File: config.mk
export PLATFORM = sky130hd
export DESIGN_NAME = ahb_arbiter
export DESIGN_NICKNAME = d
export VERILOG_FILES = /design/src/rtl/ahb_arb_pkg.sv /design/src/rtl/ahb_arb_picker.sv /design/src/rtl/ahb_arbiter.sv
export SDC_FILE = /design/constraint.sdc
export NUM_CORES = 1
export LEC_CHECK = 0
export ABC_AREA = 1
export BUFFER_PORTS_ARGS = -buffer_cell sky130_fd_sc_hd__buf_2
export CORE_ASPECT_RATIO = 0.8
export CORE_MARGIN = 3
export CORE_UTILIZATION = 45
export DETAILED_ROUTE_END_ITERATION = 16
export PLACE_DENSITY = 0.72
export SLEW_MARGIN = 15
export SYNTH_ARGS = -nofsm -noshare
export SYNTH_HDL_FRONTEND = slang
export SYNTH_SLANG_ARGS = --single-unit
File: constraint.sdc
create_clock -name hclk -period 3.7 [get_ports hclk]
set_input_delay 0.555 -clock hclk [delete_from_list [all_inputs] [get_ports hclk]]
set_output_delay 0.555 -clock hclk [all_outputs]
set_load 0.005 [all_outputs]
File: src/rtl/ahb_arb_pkg.sv
// Shared AHB-2 encodings and helpers for the bus arbiter.
package ahb_arb_pkg;

    localparam int unsigned MAX_MASTERS = 16;
    localparam int unsigned IdxW        = $clog2(MAX_MASTERS);

    typedef enum logic [1:0] {
        HTRANS_IDLE   = 2'd0,
        HTRANS_BUSY   = 2'd1,
        HTRANS_NONSEQ = 2'd2,
        HTRANS_SEQ    = 2'd3
    } htrans_e;

    typedef enum logic [2:0] {
        HBURST_SINGLE = 3'd0,
        HBURST_INCR   = 3'd1,
        HBURST_WRAP4  = 3'd2,
        HBURST_INCR4  = 3'd3,
        HBURST_WRAP8  = 3'd4,
        HBURST_INCR8  = 3'd5,
        HBURST_WRAP16 = 3'd6,
        HBURST_INCR16 = 3'd7
    } hburst_e;

    typedef enum logic [1:0] {
        HRESP_OKAY  = 2'd0,
        HRESP_ERROR = 2'd1,
        HRESP_RETRY = 2'd2,
        HRESP_SPLIT = 2'd3
    } hresp_e;

    // Beats in a fixed-length burst; SINGLE and undefined-length INCR report 1.
    function automatic logic [4:0] burst_len(input logic [2:0] hburst);
        logic [4:0] len;
        case (hburst)
            HBURST_WRAP4,  HBURST_INCR4:  len = 5'd4;
            HBURST_WRAP8,  HBURST_INCR8:  len = 5'd8;
            HBURST_WRAP16, HBURST_INCR16: len = 5'd16;
            default:                      len = 5'd1;
        endcase
        return len;
    endfunction

endpackage

File: src/rtl/ahb_arb_picker.sv
// Combinational winner select for the AHB arbiter.
// AHB_ARB_ROUND_ROBIN_EN defined: round-robin starting after ptr.
// Undefined: fixed priority, lowest requesting index wins, no ptr port.
module ahb_arb_picker
    import ahb_arb_pkg::*;
#(
    parameter int unsigned NUM_MASTERS    = 4,
    parameter int unsigned DEFAULT_MASTER = 0
) (
    input  logic [NUM_MASTERS-1:0] busreq,
`ifdef AHB_ARB_ROUND_ROBIN_EN
    input  logic [IdxW-1:0]        ptr,
`endif
    output logic [IdxW-1:0]        winner
);

`ifdef AHB_ARB_ROUND_ROBIN_EN
    int unsigned best;
    int unsigned dist;

    // Nearest requester strictly after ptr; ptr itself is the last choice.
    always_comb begin
        winner = IdxW'(DEFAULT_MASTER);
        best   = NUM_MASTERS;
        dist   = 0;
        for (int unsigned i = 0; i < NUM_MASTERS; i++) begin
            dist = (i + NUM_MASTERS - 1 - 32'(ptr)) % NUM_MASTERS;
            if (busreq[i] && dist < best) begin
                best   = dist;
                winner = IdxW'(i);
            end
        end
    end
`else
    // Lowest requesting index wins; descending scan lets the lowest overwrite.
    always_comb begin
        winner = IdxW'(DEFAULT_MASTER);
        for (int i = NUM_MASTERS - 1; i >= 0; i--) begin
            if (busreq[i]) begin
                winner = IdxW'(i);
            end
        end
    end
`endif

endmodule

File: src/rtl/ahb_arbiter.sv
// AHB-2 bus arbiter: registered one-hot grant that never breaks fixed bursts
// or locked sequences, plus registered hmaster/hmastlock for the address phase.
// AHB_ARB_ROUND_ROBIN_EN selects round-robin (with pointer) over fixed priority.
module ahb_arbiter
    import ahb_arb_pkg::*;
#(
    parameter int unsigned NUM_MASTERS    = 4,
    parameter int unsigned DEFAULT_MASTER = 0
) (
    input  logic                   hclk,
    input  logic                   hreset,
    input  logic [NUM_MASTERS-1:0] busreq,
    input  logic [NUM_MASTERS-1:0] hlock,
    input  logic [1:0]             htrans,
    input  logic [2:0]             hburst,
    input  logic                   hready,
    input  logic [1:0]             hresp,
    output logic [NUM_MASTERS-1:0] hgrant,
    output logic [3:0]             hmaster,
    output logic                   hmastlock
);

    logic [4:0]             rem_q;
    logic [4:0]             rem_d;
    logic                   fixed_nonseq;
    logic                   seq_beat;
    logic                   lock_hold;
    logic                   arb_ok;
    logic [IdxW-1:0]        winner;
    logic [IdxW-1:0]        owner;
    logic [NUM_MASTERS-1:0] hgrant_d;

`ifdef AHB_ARB_ROUND_ROBIN_EN
    logic [IdxW-1:0] ptr_q;
`endif

    ahb_arb_picker #(
        .NUM_MASTERS   (NUM_MASTERS),
        .DEFAULT_MASTER(DEFAULT_MASTER)
    ) u_picker (
        .busreq(busreq),
`ifdef AHB_ARB_ROUND_ROBIN_EN
        .ptr   (ptr_q),
`endif
        .winner(winner)
    );

    // Burst tracking and the arbitration window.
    always_comb begin
        fixed_nonseq = hready && (htrans == HTRANS_NONSEQ) && (burst_len(hburst) != 5'd1);
        seq_beat     = hready && (htrans == HTRANS_SEQ);

        rem_d = rem_q;
        if (!hready && (hresp != HRESP_OKAY)) begin
            // First cycle of a two-cycle error response: the burst is abandoned.
            rem_d = '0;
        end else if (fixed_nonseq) begin
            rem_d = burst_len(hburst) - 5'd1;
        end else if (seq_beat && (rem_q != '0)) begin
            rem_d = rem_q - 5'd1;
        end

        // hgrant is one-hot, so this reduces to hlock[owner] & busreq[owner].
        lock_hold = |(hgrant & hlock & busreq);
        arb_ok    = !lock_hold &&
                    (((rem_q == '0) && !fixed_nonseq) || ((rem_q == 5'd1) && seq_beat));

        hgrant_d = arb_ok ? (NUM_MASTERS'(1) << winner) : hgrant;
    end

    // Binary index of the current grant holder.
    always_comb begin
        owner = '0;
        for (int i = 0; i < NUM_MASTERS; i++) begin
            if (hgrant[i]) begin
                owner = IdxW'(i);
            end
        end
    end

    // Grant, burst counter and address-phase ownership registers.
    always_ff @(posedge hclk or posedge hreset) begin
        if (hreset) begin
            hgrant    <= NUM_MASTERS'(1) << DEFAULT_MASTER;
            hmaster   <= 4'(DEFAULT_MASTER);
            hmastlock <= 1'b0;
            rem_q     <= '0;
        end else begin
            hgrant <= hgrant_d;
            rem_q  <= rem_d;
            if (hready) begin
                hmaster   <= owner;
                hmastlock <= lock_hold;
            end
        end
    end

`ifdef AHB_ARB_ROUND_ROBIN_EN
    // Pointer follows the last winner of a real request.
    always_ff @(posedge hclk or posedge hreset) begin
        if (hreset) begin
            ptr_q <= IdxW'(DEFAULT_MASTER);
        end else if (arb_ok && (|busreq)) begin
            ptr_q <= winner;
        end
    end
`endif

endmodule

---- Word-level counts from Yosys, hierarchy flattened ----
Cells that the tools add are included.
operators by class
  multipliers ............................. 0
  div/mod/pow operators ................... 0
  multiplexer cells ....................... 13
  add/subtract/negate cells ............... 2
  reduce and logical (&&, ||, !) cells .... 20
  equal/unequal tests ..................... 10
  shift-type cells ........................ 1
  bitwise operators ....................... 2
  order comparisons ....................... 0
operators with widths
  kind                   number
  $mux W5                5
  $pmux W5 S3            1
  $eq A3 B3 Y1 const B   4
  $sub A5 B1 Y5 const B  2
  $and A4 B4 Y4          2
  $logic_and A1 B1 Y1    8
  $mux W2                4
  $mux W4                2
  $eq A3 B2 Y1 const B   2
  $reduce_or A2 Y1       3
  $eq A5 B1 Y1 const B   1
  $logic_not A5 Y1       1
  $ne A5 B1 Y1 const B   1
  $reduce_bool A5 Y1     1
  $eq A2 B2 Y1 const B   2
  $reduce_or A4 Y1       1
  $shl A1 B4 Y4 const A  1
  $logic_not A1 Y1       3
  $reduce_bool A3 Y1     1
  $reduce_bool A2 Y1     1
  $logic_or A1 B1 Y1     1
  $mux W1                1
word-level totals
  RAM bits ................................ 0
  latch bits .............................. 0
  logic and storage cells ................. 52
  bits of input ports ..................... 18
  memories ................................ 0
  bits in read-only memories .............. 0
  bits in registers ....................... 14
  output and inout port bits .............. 9

---- Longest topological paths before layout ----
Gate-level depths: netlist of run 1.
  word-level depth ........................ 10
  depth in mapped cells ................... 9
  depth with buffers taken out ............ 9

---- Modules after synthesis ----
From an unflattened synthesis of run 1, not the netlist that was laid out.
second synthesis, totals
  cell total of the unflattened synthesis .. 122
  area, all modules ....................... 908.4 um^2
modules (own cells, without submodules)
  module          sequential area each (um^2)  instances  cells each  area an instance (um^2)
  ahb_arbiter     301.5                        1          113         855.8
  ahb_arb_picker  0.0                          1          9           52.6

---- Worst setup path after synthesis of run 1 ----
OpenSTA, ideal clock, no wires.
  path kind ............................... in2reg
  start ................................... input hburst[1]
  end ..................................... register hgrant[3]
  slack ................................... 2.374 ns
  setup time .............................. 0.117 ns
  data required time ...................... 3.583 ns
  stages .................................. 7
  arrival ................................. 1.209 ns
  buffers on the path ..................... 0
  path through ............................ or2_1 > nand2_4 > nand2_2 > nand2_4 > nand2_4 > nand2_1 > nand2_1
between the ends
  word-level cells in the longest chain between the ends .. 9
  elaborated cells on any way between the ends .. 16
  those cells by class .................... eq/ne: 7; mux: 1; reduce/logical: 8
ends and longest elaborated chain
  what                                          RTL line           source
  start, declared                               ahb_arbiter.sv:15  input logic [2:0] hburst,
  $eq A3 B3 Y1 or $eq A3 B2 Y1 (tied branches)  ahb_arb_pkg.sv:35  case (hburst)
  $reduce_or A2 Y1                              ahb_arb_pkg.sv:35
  $pmux W5 S3 (*)                               ahb_arb_pkg.sv:35
  $ne A5 B1 Y1 (*)                              ahb_arbiter.sv:50  fixed_nonseq = hready && (htrans == HTRANS_NONSEQ) && (burst_len(hburst) != 5'd1);
  $logic_and A1 B1 Y1 (*)                       ahb_arbiter.sv:50
  $logic_not A1 Y1 (*)                          ahb_arbiter.sv:66  (((rem_q == '0) && !fixed_nonseq) || ((rem_q == 5'd1) && seq_beat));
  $logic_and A1 B1 Y1 (*)                       ahb_arbiter.sv:66
  $logic_or A1 B1 Y1 (*)                        ahb_arbiter.sv:66
  $logic_and A1 B1 Y1 (*)                       ahb_arbiter.sv:65  arb_ok = !lock_hold &&
  end signal, assigned                          ahb_arbiter.sv:84  hgrant <= NUM_MASTERS'(1) << DEFAULT_MASTER;
  end signal, assigned                          ahb_arbiter.sv:89  hgrant <= hgrant_d;
  end, declared                                 ahb_arbiter.sv:18  output logic [NUM_MASTERS-1:0] hgrant,
Every way passes the cells marked *; elsewhere a longest branch is shown, timed or not.
A chain may end at the register's enable or synchronous reset.

---- Final worst setup path of run 1 ----
  start ................................... register hgrant[0]
  end ..................................... output hgrant[0]
No word-level cell between the ends.

==> reports/results.txt, run 1 <==
status = finished clean
Critical Path Sink Type = output pin
average size of a mapped cell = 7.17 um2
Max Fanout on Critical Path = 3
diode count = 0
Worst setup SP type = flop
DR vias/cell = 4.81
Max Slew Vio Count = 0
commonest non-fill, non-tap cell in the layout = nand2_1
total number of vias = 784
top cell type's share of synthesized area = 0.334
drt first pass iters = 4
DR DRC count = 0
All-Layer GR Usage = 0.156
Initial Utilization = 0.492
post-CTS sizing = 0
critical setup path kind = flop to output pin
Layout Nets = 163
Die Wd = 53.9 um
Clock Sinks = 12
worst endpoint required time = 3.14 ns
area of the mapped netlist = 825 um2
I/O Buffers = 23
Post-synth top flop = dfrtp_1
largest net degree at the start of global routing = 13
Area Overhead vs Synth = 19.1%
Max Cap Violations = 0
global-route wire length before repair = 2710 um
# IOs = 27
YS warnings = 0
Hold Buf Count CTS = 0
post-route ant nets = 0
Worst EP arrival = 0.91 ns
routed wire length = 1660 um
dpl hpwl = 1390 um
Yosys cell types = 23
final hold vios = 0
core region area = 1680 um2
Routability Congestion = 0.832
Reg clk slew, reported paths = 0.07 ns
postcts setup bufs = 0
initial antenna violation count = 0
CTS H-tree depth = 1
Buffers & Inverters on Critical Path = 1
Seq cells post-synth = 12
clock buffer depth = 2
max incr delay on CP = 0.54 ns
DRT iter0 DRCs = 22
worst vdd ir = 338 uV
FP Rows = 13
register area share after synthesis = 0.366
vias in the first global route = 682
P per Cell Area = 508 nW/um2
Die H = 44.3 um
most frequent cells in the layout = nand2_1 (37), buf_2 (23), nand3_1 (15), inv_1 (13), dfrtp_1 (11)
Cell Chain, Critical Path = buf_2
Post-Route Skew = 0.00706 ns
CTS buffer count = 3
leak pwr = 0.576 nW
crit path max-delay cell type = dfstp_2
worst skew pair latency = 0.28 ns
drt wl/cell = 10.2 um
root buffer cell = clkbuf_4
Area contributors post-synth = dfrtp_1 (33%), nand2_1 (17%), nand3_1 (9.1%)
final setup violating endpoints = 0
unrepaired setup endpoints after global routing = false
critical path's top delay family = flip-flops
Synth area leader = dfrtp_1
ys async rst share = 1.00
fin crit share = 0.396
Post-synth EDFFs = 0
DIE AREA = 2390 um2
CTS tree = done
Mapped Cells = 115
Tot Pwr = 499 uW
post-route setup TNS = 0 ns
Tmin final = 1.47 ns
fillers = 155
Max Freq = 682 MHz
total congestion overflow = 0
hold_ws = 0.272 ns
layout cells sized above 1 = 0.291
Worst Hold Class = input pin to async pin
==> Yosys cell counts, types with 2 or more instances <==
cell,instances
buf_4,2
o21ai_0,2
dfrtp_1,11
nand2_4,3
nand2_1,37
ha_1,3
inv_1,13
a21oi_1,3
nor2_2,3
nor2_1,8
nand3_1,15
nand2_2,4
==> power by group <==
group | internal [mW] | total, mW | switching [mW]
clock network | 0.0418 | 0.0841 | 0.0423
registers | 0.172 | 0.204 | 0.0319
logic | 0.0866 | 0.211 | 0.125
==> final cells by class <==
class	instances	area [um2]	share of cell area
flip-flops and latches	12	302	0.307
inverters	14	52.6	0.0535
repair buffers	23	115	0.117
clock buffers	4	26.3	0.0268
well taps	22	27.5	0.0280
multi-input cells	88	459	0.468
==> metal layers <==
metal	part of all wire	vias to the layer above	routed length, um	GRT usage
met5	0	-	0	0
met4	0.0060	0	10	0.0459
met3	0.061	2	101	0.0606
met2	0.47	17	781	0.237
met1	0.46	355	771	0.205
li1	-	410	-	-
==> logic make-up (layout without fill, tap and decap cells) <==
logic type	Yosys count	in the layout	synth area share
simple gates	75	75	0.442
buf+inv	16	41	0.0819
flops	12	12	0.366
compound gates	7	7	0.0501
fa+ha+maj	3	3	0.0455
other cells	1	2	0.00455
xor+xnor	1	1	0.0106
==> stage by stage <==
stage | setup slack, ns | util | instance area (um2) | cells
detailed placement | 2.17 | 0.571 | 956 | 159
finish | 2.23 | 0.586 | 982 | 163
floorplan | 2.37 | - | 828 | 116
CTS | 2.22 | 0.586 | 982 | 163
global placement | 2.19 | 0.571 | 956 | 159
global route | 2.16 | 0.586 | 982 | 163
==> flip-flops by register name, indices dropped and copies added (netlist names) <==
register,flops
rem_q,5
hmaster,2
hgrant,4
hmastlock,1
==> worst paths after layout <==
path / startpoint / to / slack [ns] / cells after the start
max in group asynchronous: hreset / hgrant[0] / 3.08 / 2
max: hgrant[0] / hgrant[0] / 2.23 / 1
min: hreset / rem_q[4] / 0.27 / 2
min reg2reg: hgrant[0] / hgrant[0] / 0.47 / 2
min in group hclk: hgrant[0] / hgrant[0] / 0.47 / 2
max reg2reg: rem_q[0] / rem_q[4] / 2.31 / 7
==> worst reg2reg max path: stages (launching register included) <==
cell	delay, ns
dfrtp_1	0.41
inv_1	0.13
ha_1	0.19
nor3b_1	0.30
nand3_1	0.11
nand2_1	0.07
nand2_1	0.05
nor2_1	0.07
Note: power is estimated with default switching activity, not from simulation.
==> inputs of run 2 (changes only) <==
--- a/config.mk
+++ b/config.mk
@@ -5,13 +5,13 @@
 export SDC_FILE = /design/constraint.sdc
 export NUM_CORES = 1
 export LEC_CHECK = 0
-export ABC_AREA = 1
+export ABC_AREA = 0
 export BUFFER_PORTS_ARGS = -buffer_cell sky130_fd_sc_hd__buf_2
 export CORE_ASPECT_RATIO = 0.8
 export CORE_MARGIN = 3
 export CORE_UTILIZATION = 45
 export DETAILED_ROUTE_END_ITERATION = 16
-export PLACE_DENSITY = 0.72
+export PLACE_DENSITY = 0.73
 export SLEW_MARGIN = 15
 export SYNTH_ARGS = -nofsm -noshare
 export SYNTH_HDL_FRONTEND = slang
==> constraint.sdc (replaced) <==
create_clock -name hclk -period 1.5 [get_ports hclk]
set_input_delay 0.225 -clock hclk [delete_from_list [all_inputs] [get_ports hclk]]
set_output_delay 0.225 -clock hclk [all_outputs]
set_load 0.005 [all_outputs]
==> run 2 against run 1 <==
Effect of this change: the flow now finishes with violations (negative setup slack); sequential power grew 130%; final area grew 11%; register-to-register slack lost 2.4 ns; setup slack lost 2.4 ns; global-route usage grew 3.4 points; clock skew shrank 0.0035 ns; first-iteration DRC count shrank 45%; power grew to 2.7 times the previous value; wire length grew 9.7%; clock-buffer cell count is the same.
==> reports/results.txt, run 2 <==
Seq cells post-synth = 12 (unchanged)
CTS H-tree depth = 1 (unchanged)
final hold vios = 0 (unchanged)
Max Cap Violations = 0 (unchanged)
routed wire length = 1830 um (+9.7%)
area of the mapped netlist = 756 um2 (-8.3%)
DR DRC count = 0 (unchanged)
setup ws final = -0.129 ns (-2.36 ns)
Max Freq = 614 MHz
largest net degree at the start of global routing = 13 (unchanged)
fin area = 1090 um2 (+11%)
dpl hpwl = 1400 um (+0.75%)
core region area = 1490 um2 (-11%)
Initial Utilization = 0.508 (+0.0163)
commonest non-fill, non-tap cell in the layout = buf_2
largest registers = rem_q: 5 flops, hgrant: 4 flops, hmaster: 2 flops
top cell type's share of synthesized area = 0.364 (+0.0304)
layout cells sized above 1 = 0.460 (+0.169)
Max Slew Vio Count = 0 (unchanged)
root buffer cell = clkbuf_4
Post-Place Cell Area = 986 um2 (+3.1%)
total congestion overflow = 0 (unchanged)
Routability Congestion = 0.859 (+3.2%)
post-route setup TNS = -0.418 ns (-0.418 ns)
critical setup path kind = flop to flop
post-route ant nets = 0 (unchanged)
Die Wd = 51.8 um (-3.8%)
worst endpoint required time = 1.66 ns (-1.48 ns)
vias in the first global route = 703 (+3.1%)
Clock Sinks = 12 (unchanged)
fin crit share = 1.09
Yosys cell types = 29 (+26%)
Mapped Cells = 83 (-28%)
Die H = 42.7 um (-3.7%)
Worst Hold Class = input pin to flop
average size of a mapped cell = 9.11 um2 (+27%)
register area share after synthesis = 0.399 (+0.0333)
global-route wire length before repair = 3050 um (+12%)
unrepaired setup endpoints after global routing = true
final setup violating endpoints = 4 (+4)
Reg clk slew, reported paths = 0.07 ns (about the same)
P per Cell Area = 1230 nW/um2 (+140%)
Area contributors post-synth = dfrtp_1 (36%), nor2_1 (6.0%), a21oi_1 (5.3%)
most common cell in the netlist = nor2_1
drt first pass iters = 4 (unchanged)
Area Overhead vs Synth = 44.0%
Critical Path Sink Type = flop
clock buffer depth = 2 (unchanged)
DIE AREA = 2210 um2 (-7.3%)
Post-synth top flop = dfrtp_1
FP Rows = 12 (-1)
drt wl/cell = 12.6 um (+23%)
DR vias/cell = 5.04 (+4.8%)
All-Layer GR Usage = 0.190 (+0.0344)
CTS tree = done
most frequent cells in the layout = buf_2 (23), buf_4 (14), nor2_1 (12), dfrtp_1 (11), a21oi_1 (8)
worst skew pair latency = 0.27 ns (about the same)
I/O Buffers = 23 (unchanged)
hold_ws = 0.244 ns (-0.0278 ns)
Post-Route Skew = 0.00353 ns (-0.00353 ns)
total number of vias = 731 (-6.8%)
DRT iter0 DRCs = 12 (-45%)
diode count = 0 (unchanged)
worst vdd ir = 773 uV (+130%)
Reg with most FFs = rem_q
status = finished, violations left
Layout Nets = 146 (-10%)
Tmin final = 1.63 ns
# IOs = 27 (unchanged)
max reg flops = 5 (unchanged)
Worst EP arrival = 1.79 ns (+0.88 ns)
initial antenna violation count = 0 (unchanged)
Worst setup SP type = flop
Synth area leader = dfrtp_1
Max Fanout on Critical Path = 4 (+1)
leak pwr = 0.547 nW (-4.9%)
YS warnings = 0 (unchanged)
CTS buffer count = 3 (unchanged)
ys async rst share = 1.00 (unchanged)
Post-synth top cells = nor2_1 (12), dfrtp_1 (11), a21oi_1 (8), inv_1 (8), nand3_1 (6)
Post-synth EDFFs = 0 (unchanged)
violated checks = negative setup slack
-- run 2: cell count changes after synthesis, moves of 4 or more --
cell	change
nand2_2	-4
nand3_1	-9
nand2_1	-33
nor2_1	+4
inv_1	-5
a21oi_1	+5
-- run 2: logic make-up after synthesis --
| group | synth area share |
|---|---|
| xor gates and xnor gates | 0.0232 |
| and+or+nand+nor | 0.224 |
| buffers and inverters | 0.0695 |
| adders and majority gates | 0.0497 |
| DFF | 0.399 |
| other | 0.00496 |
| AOI/OAI and AO/OA | 0.159 |
| muxes | 0.0712 |
-- run 2: final cells by class --
cell class	instances	area, um2
multi-input cells	61	453
repair buffers	39	241
well taps	21	26.3
fillers	119	398
inverters	8	30.0
flip-flops and latches	12	302
clock buffers	4	36.3
-- run 2: metal layers --
metal	track usage	wire length, um	vias up
met5	0	0	-
met2	0.277	853	29
met1	0.238	795	328
met3	0.0842	113	10
met4	0.0942	62	0
li1	-	-	364
-- run 2: power breakdown --
part	internal, mW	switching [mW]	leakage, nW
Combinational	0.340	0.275	0.373
Clock	0.148	0.105	0.0210
Sequential	0.417	0.0501	0.154
Total	0.904	0.430	0.547
-- run 2: metrics by stage --
stage / power (mW) / util / cells / worst slack (ns)
4_1_cts: 1.34 / 0.727 / 144 / -0.123
3_3_place_gp: 1.01 / 0.663 / 138 / -0.153
2_1_floorplan: 0.774 / - / 84 / -0.155
5_1_grt: 1.43 / 0.732 / 145 / -0.174
3_5_place_dp: 1.03 / 0.663 / 138 / -0.212
6_report: 1.33 / 0.732 / 145 / -0.129
-- run 2: final timing paths --
check	start	end	slack (ns)	cells after the start
setup / recovery	rem_q[1]	hgrant[1]	-0.13	6
hold / removal	busreq[3]	hgrant[0]	0.24	4
setup reg to reg	rem_q[1]	hgrant[1]	-0.13	6
hold reg to reg	hgrant[0]	hgrant[0]	0.47	2
max in group asynchronous	hreset	hgrant[0]	0.66	3
min in group asynchronous	hreset	hgrant[1]	0.50	3
-- run 2: worst max-delay path: stages, from the launching register on --
cell	delay (ns)
dfrtp_1	0.39
inv_2	0.12
ha_4	0.15
nand2_4	0.04
a2111oi_4	0.32
buf_4	0.19
mux2_4	0.30
-- run 2: what timing repair did --
action                     in CTS  in global routing
pin swaps                       1                  0
setup endpoints to repair       5                  7
hold endpoints to repair       11                  0
hold buffers                    1                  0
resized for setup               9                  1
buffers inserted                1                  1
==> inputs of run 3 (changes only) <==
--- a/config.mk
+++ b/config.mk
@@ -6,13 +6,13 @@
 export NUM_CORES = 1
 export LEC_CHECK = 0
 export ABC_AREA = 0
-export BUFFER_PORTS_ARGS = -buffer_cell sky130_fd_sc_hd__buf_2
+export BUFFER_PORTS_ARGS = -buffer_cell sky130_fd_sc_hd__buf_4
 export CORE_ASPECT_RATIO = 0.8
 export CORE_MARGIN = 3
 export CORE_UTILIZATION = 45
 export DETAILED_ROUTE_END_ITERATION = 16
 export PLACE_DENSITY = 0.73
-export SLEW_MARGIN = 15
+export SLEW_MARGIN = 20
 export SYNTH_ARGS = -nofsm -noshare
 export SYNTH_HDL_FRONTEND = slang
 export SYNTH_SLANG_ARGS = --single-unit
==> run 3 against run 2 <==
Effect of this change: the flow still finishes with violations (negative setup slack); first-iteration DRC count rose by 110%; wire length rose by 20%; setup slack got worse by 0.068 ns; highest routed layer unchanged; combinational power rose by 19%; die area did not move; worst hold slack got worse by 0.012 ns; register-to-register slack got worse by 0.07 ns; critical path type unchanged; maximum frequency fell by 4.0%; non-clock buffer count rose by 4.
==> reports/results.txt, run 3 (synthesized netlist as in run 2, its figures left out) <==
fillers = 96 (-19%)
Max Cap Violations = 0 (unchanged)
All-Layer GR Usage = 0.204 (+0.0131)
CTS H-tree depth = 1 (unchanged)
status = finished, violations left
max reg flops = 5 (unchanged)
Worst setup SP type = flop
Worst EP arrival = 1.87 ns (+0.08 ns)
Tmin final = 1.70 ns (+0.0676 ns)
Critical Path Sink Type = flop
P per Cell Area = 1210 nW/um2 (-1.3%)
Max Slew Vio Count = 0 (unchanged)
critical setup path kind = flop to flop
diode count = 0 (unchanged)
hold depth = 3 (-1)
DR vias/cell = 5.21 (+3.3%)
final cell count without fillers = 149 (+2.8%)
fin area = 1210 um2 (+11%)
largest net degree at the start of global routing = 13 (unchanged)
Die Wd = 51.8 um (unchanged)
Worst Hold Class = input pin to flop
# IOs = 27 (unchanged)
Clock Sinks = 12 (unchanged)
CTS buffer count = 3 (unchanged)
post-route setup TNS = -0.643 ns (-0.224 ns)
I/O Buffers = 23 (unchanged)
commonest non-fill, non-tap cell in the layout = buf_4
Die H = 42.7 um (unchanged)
Routability Congestion = 0.871 (+1.4%)
drt wl/cell = 14.6 um (+16%)
Multi-input gate area = 485 um2 (+7.2%)
Post-Place Cell Area = 1050 um2 (+6.6%)
DIE AREA = 2210 um2 (unchanged)
worst skew pair latency = 0.28 ns (about the same)
post-route ant nets = 0 (unchanged)
Area Overhead vs Synth = 59.9%
core region area = 1490 um2 (unchanged)
Tot Pwr = 1.46 mW (+9.6%)
total congestion overflow = 0 (unchanged)
DRT iter0 DRCs = 25 (+13)
dpl hpwl = 1460 um (+3.8%)
fin crit share = 1.13 (+0.0451)
largest registers = rem_q: 5 flops, hgrant: 4 flops, hmaster: 2 flops
total number of vias = 776 (+6.2%)
FP Rows = 12 (unchanged)
root buffer cell = clkbuf_4
leak pwr = 0.586 nW (+7.1%)
Max Fanout on Critical Path = 4 (unchanged)
final hold vios = 0 (unchanged)
DR DRC count = 0 (unchanged)
Reg with most FFs = rem_q
Inst Count DP = 139 (+0.72%)
unrepaired setup endpoints after global routing = true
Initial Utilization = 0.508 (unchanged)
violated checks = negative setup slack
layout cells sized above 1 = 0.516 (+0.0559)
Layout Nets = 150 (+2.7%)
setup ws final = -0.196 ns (-0.0676 ns)
Reg clk slew, reported paths = 0.07 ns (about the same)
vias in the first global route = 733 (+4.3%)
Post-Route Skew = 0.00437 ns (+0.000836 ns)
most frequent cells in the layout = buf_4 (41), nor2_1 (12), dfrtp_1 (11), a21oi_1 (7)
worst endpoint required time = 1.67 ns (about the same)
clock buffer depth = 2 (unchanged)
drt first pass iters = 4 (unchanged)
worst vdd ir = 848 uV (+9.8%)
global-route wire length before repair = 3230 um (+5.9%)
Setup WS pre-CTS = -0.209 ns (+0.00327 ns)
Max Freq = 590 MHz (-4.0%)
reg2reg path depth = 6 (unchanged)
CTS tree = done
initial antenna violation count = 0 (unchanged)
Reg area = 302 um2 (unchanged)
final setup violating endpoints = 6 (+2)
routed wire length = 2180 um (+20%)
[run 3: cell count changes in the layout (fill, tap and decap cells not counted), sizes merged]
cell / delta
buf: +4
[run 3: cell type report]
type                            count  share of cell area
Multi-Input combinational cell     61               0.402
Inverter                            8              0.0248
Clock buffer                        4              0.0300
Timing Repair Buffer               43               0.272
Sequential cell                    12               0.249
Tap cell                           21              0.0217
[run 3: stage by stage]
step                hold slack [ns]   util
finish                        0.232  0.813
floorplan                    0.0890      -
CTS                           0.233  0.776
global placement              0.257  0.707
detailed placement            0.260  0.707
global route                  0.241  0.813
[run 3: worst max-delay path, cell delays in order, from the launching register on]
cell,delay (ns)
dfrtp_1,0.40
inv_2,0.12
ha_4,0.15
o21ai_2,0.06
a2111oi_4,0.36
buf_4,0.20
mux2_4,0.29
[run 3: timing repair]
action / CTS / global route
pin swaps: 1 / 6
gates resized for setup: 9 / 7
setup endpoints to repair: 5 / 8
endpoints found under the hold margin: 11 / 0
hold buffers: 1 / 0
setup buffers: 2 / 3
[run 3: per-layer routing]
metal  GRT usage  wire, um  part of all wire  vias to the layer above
li1            -         -                 -                      375
met1       0.253       860              0.39                      356
met2       0.330      1150              0.53                       37
met3      0.0667       133             0.061                        8
met4      0.0681        40             0.018                        0
met5           0         0                 0                        -
[run 3: report_power, final]
group | switching, mW | leakage, nW | internal [mW]
Clock | 0.111 | 0.0210 | 0.148
Sequential | 0.0525 | 0.154 | 0.417
Combinational | 0.313 | 0.412 | 0.421
Total | 0.476 | 0.586 | 0.986
[run 3: worst paths after layout]
kind | start | end | slack (ns)
max | rem_q[1] | hgrant[1] | -0.20
min | busreq[2] | hgrant[2] | 0.23
max reg2reg | rem_q[1] | hgrant[1] | -0.20
min reg2reg | hgrant[0] | hgrant[0] | 0.49
max in group asynchronous | hreset | hgrant[0] | 0.64
min in group asynchronous | hreset | rem_q[0] | 0.52
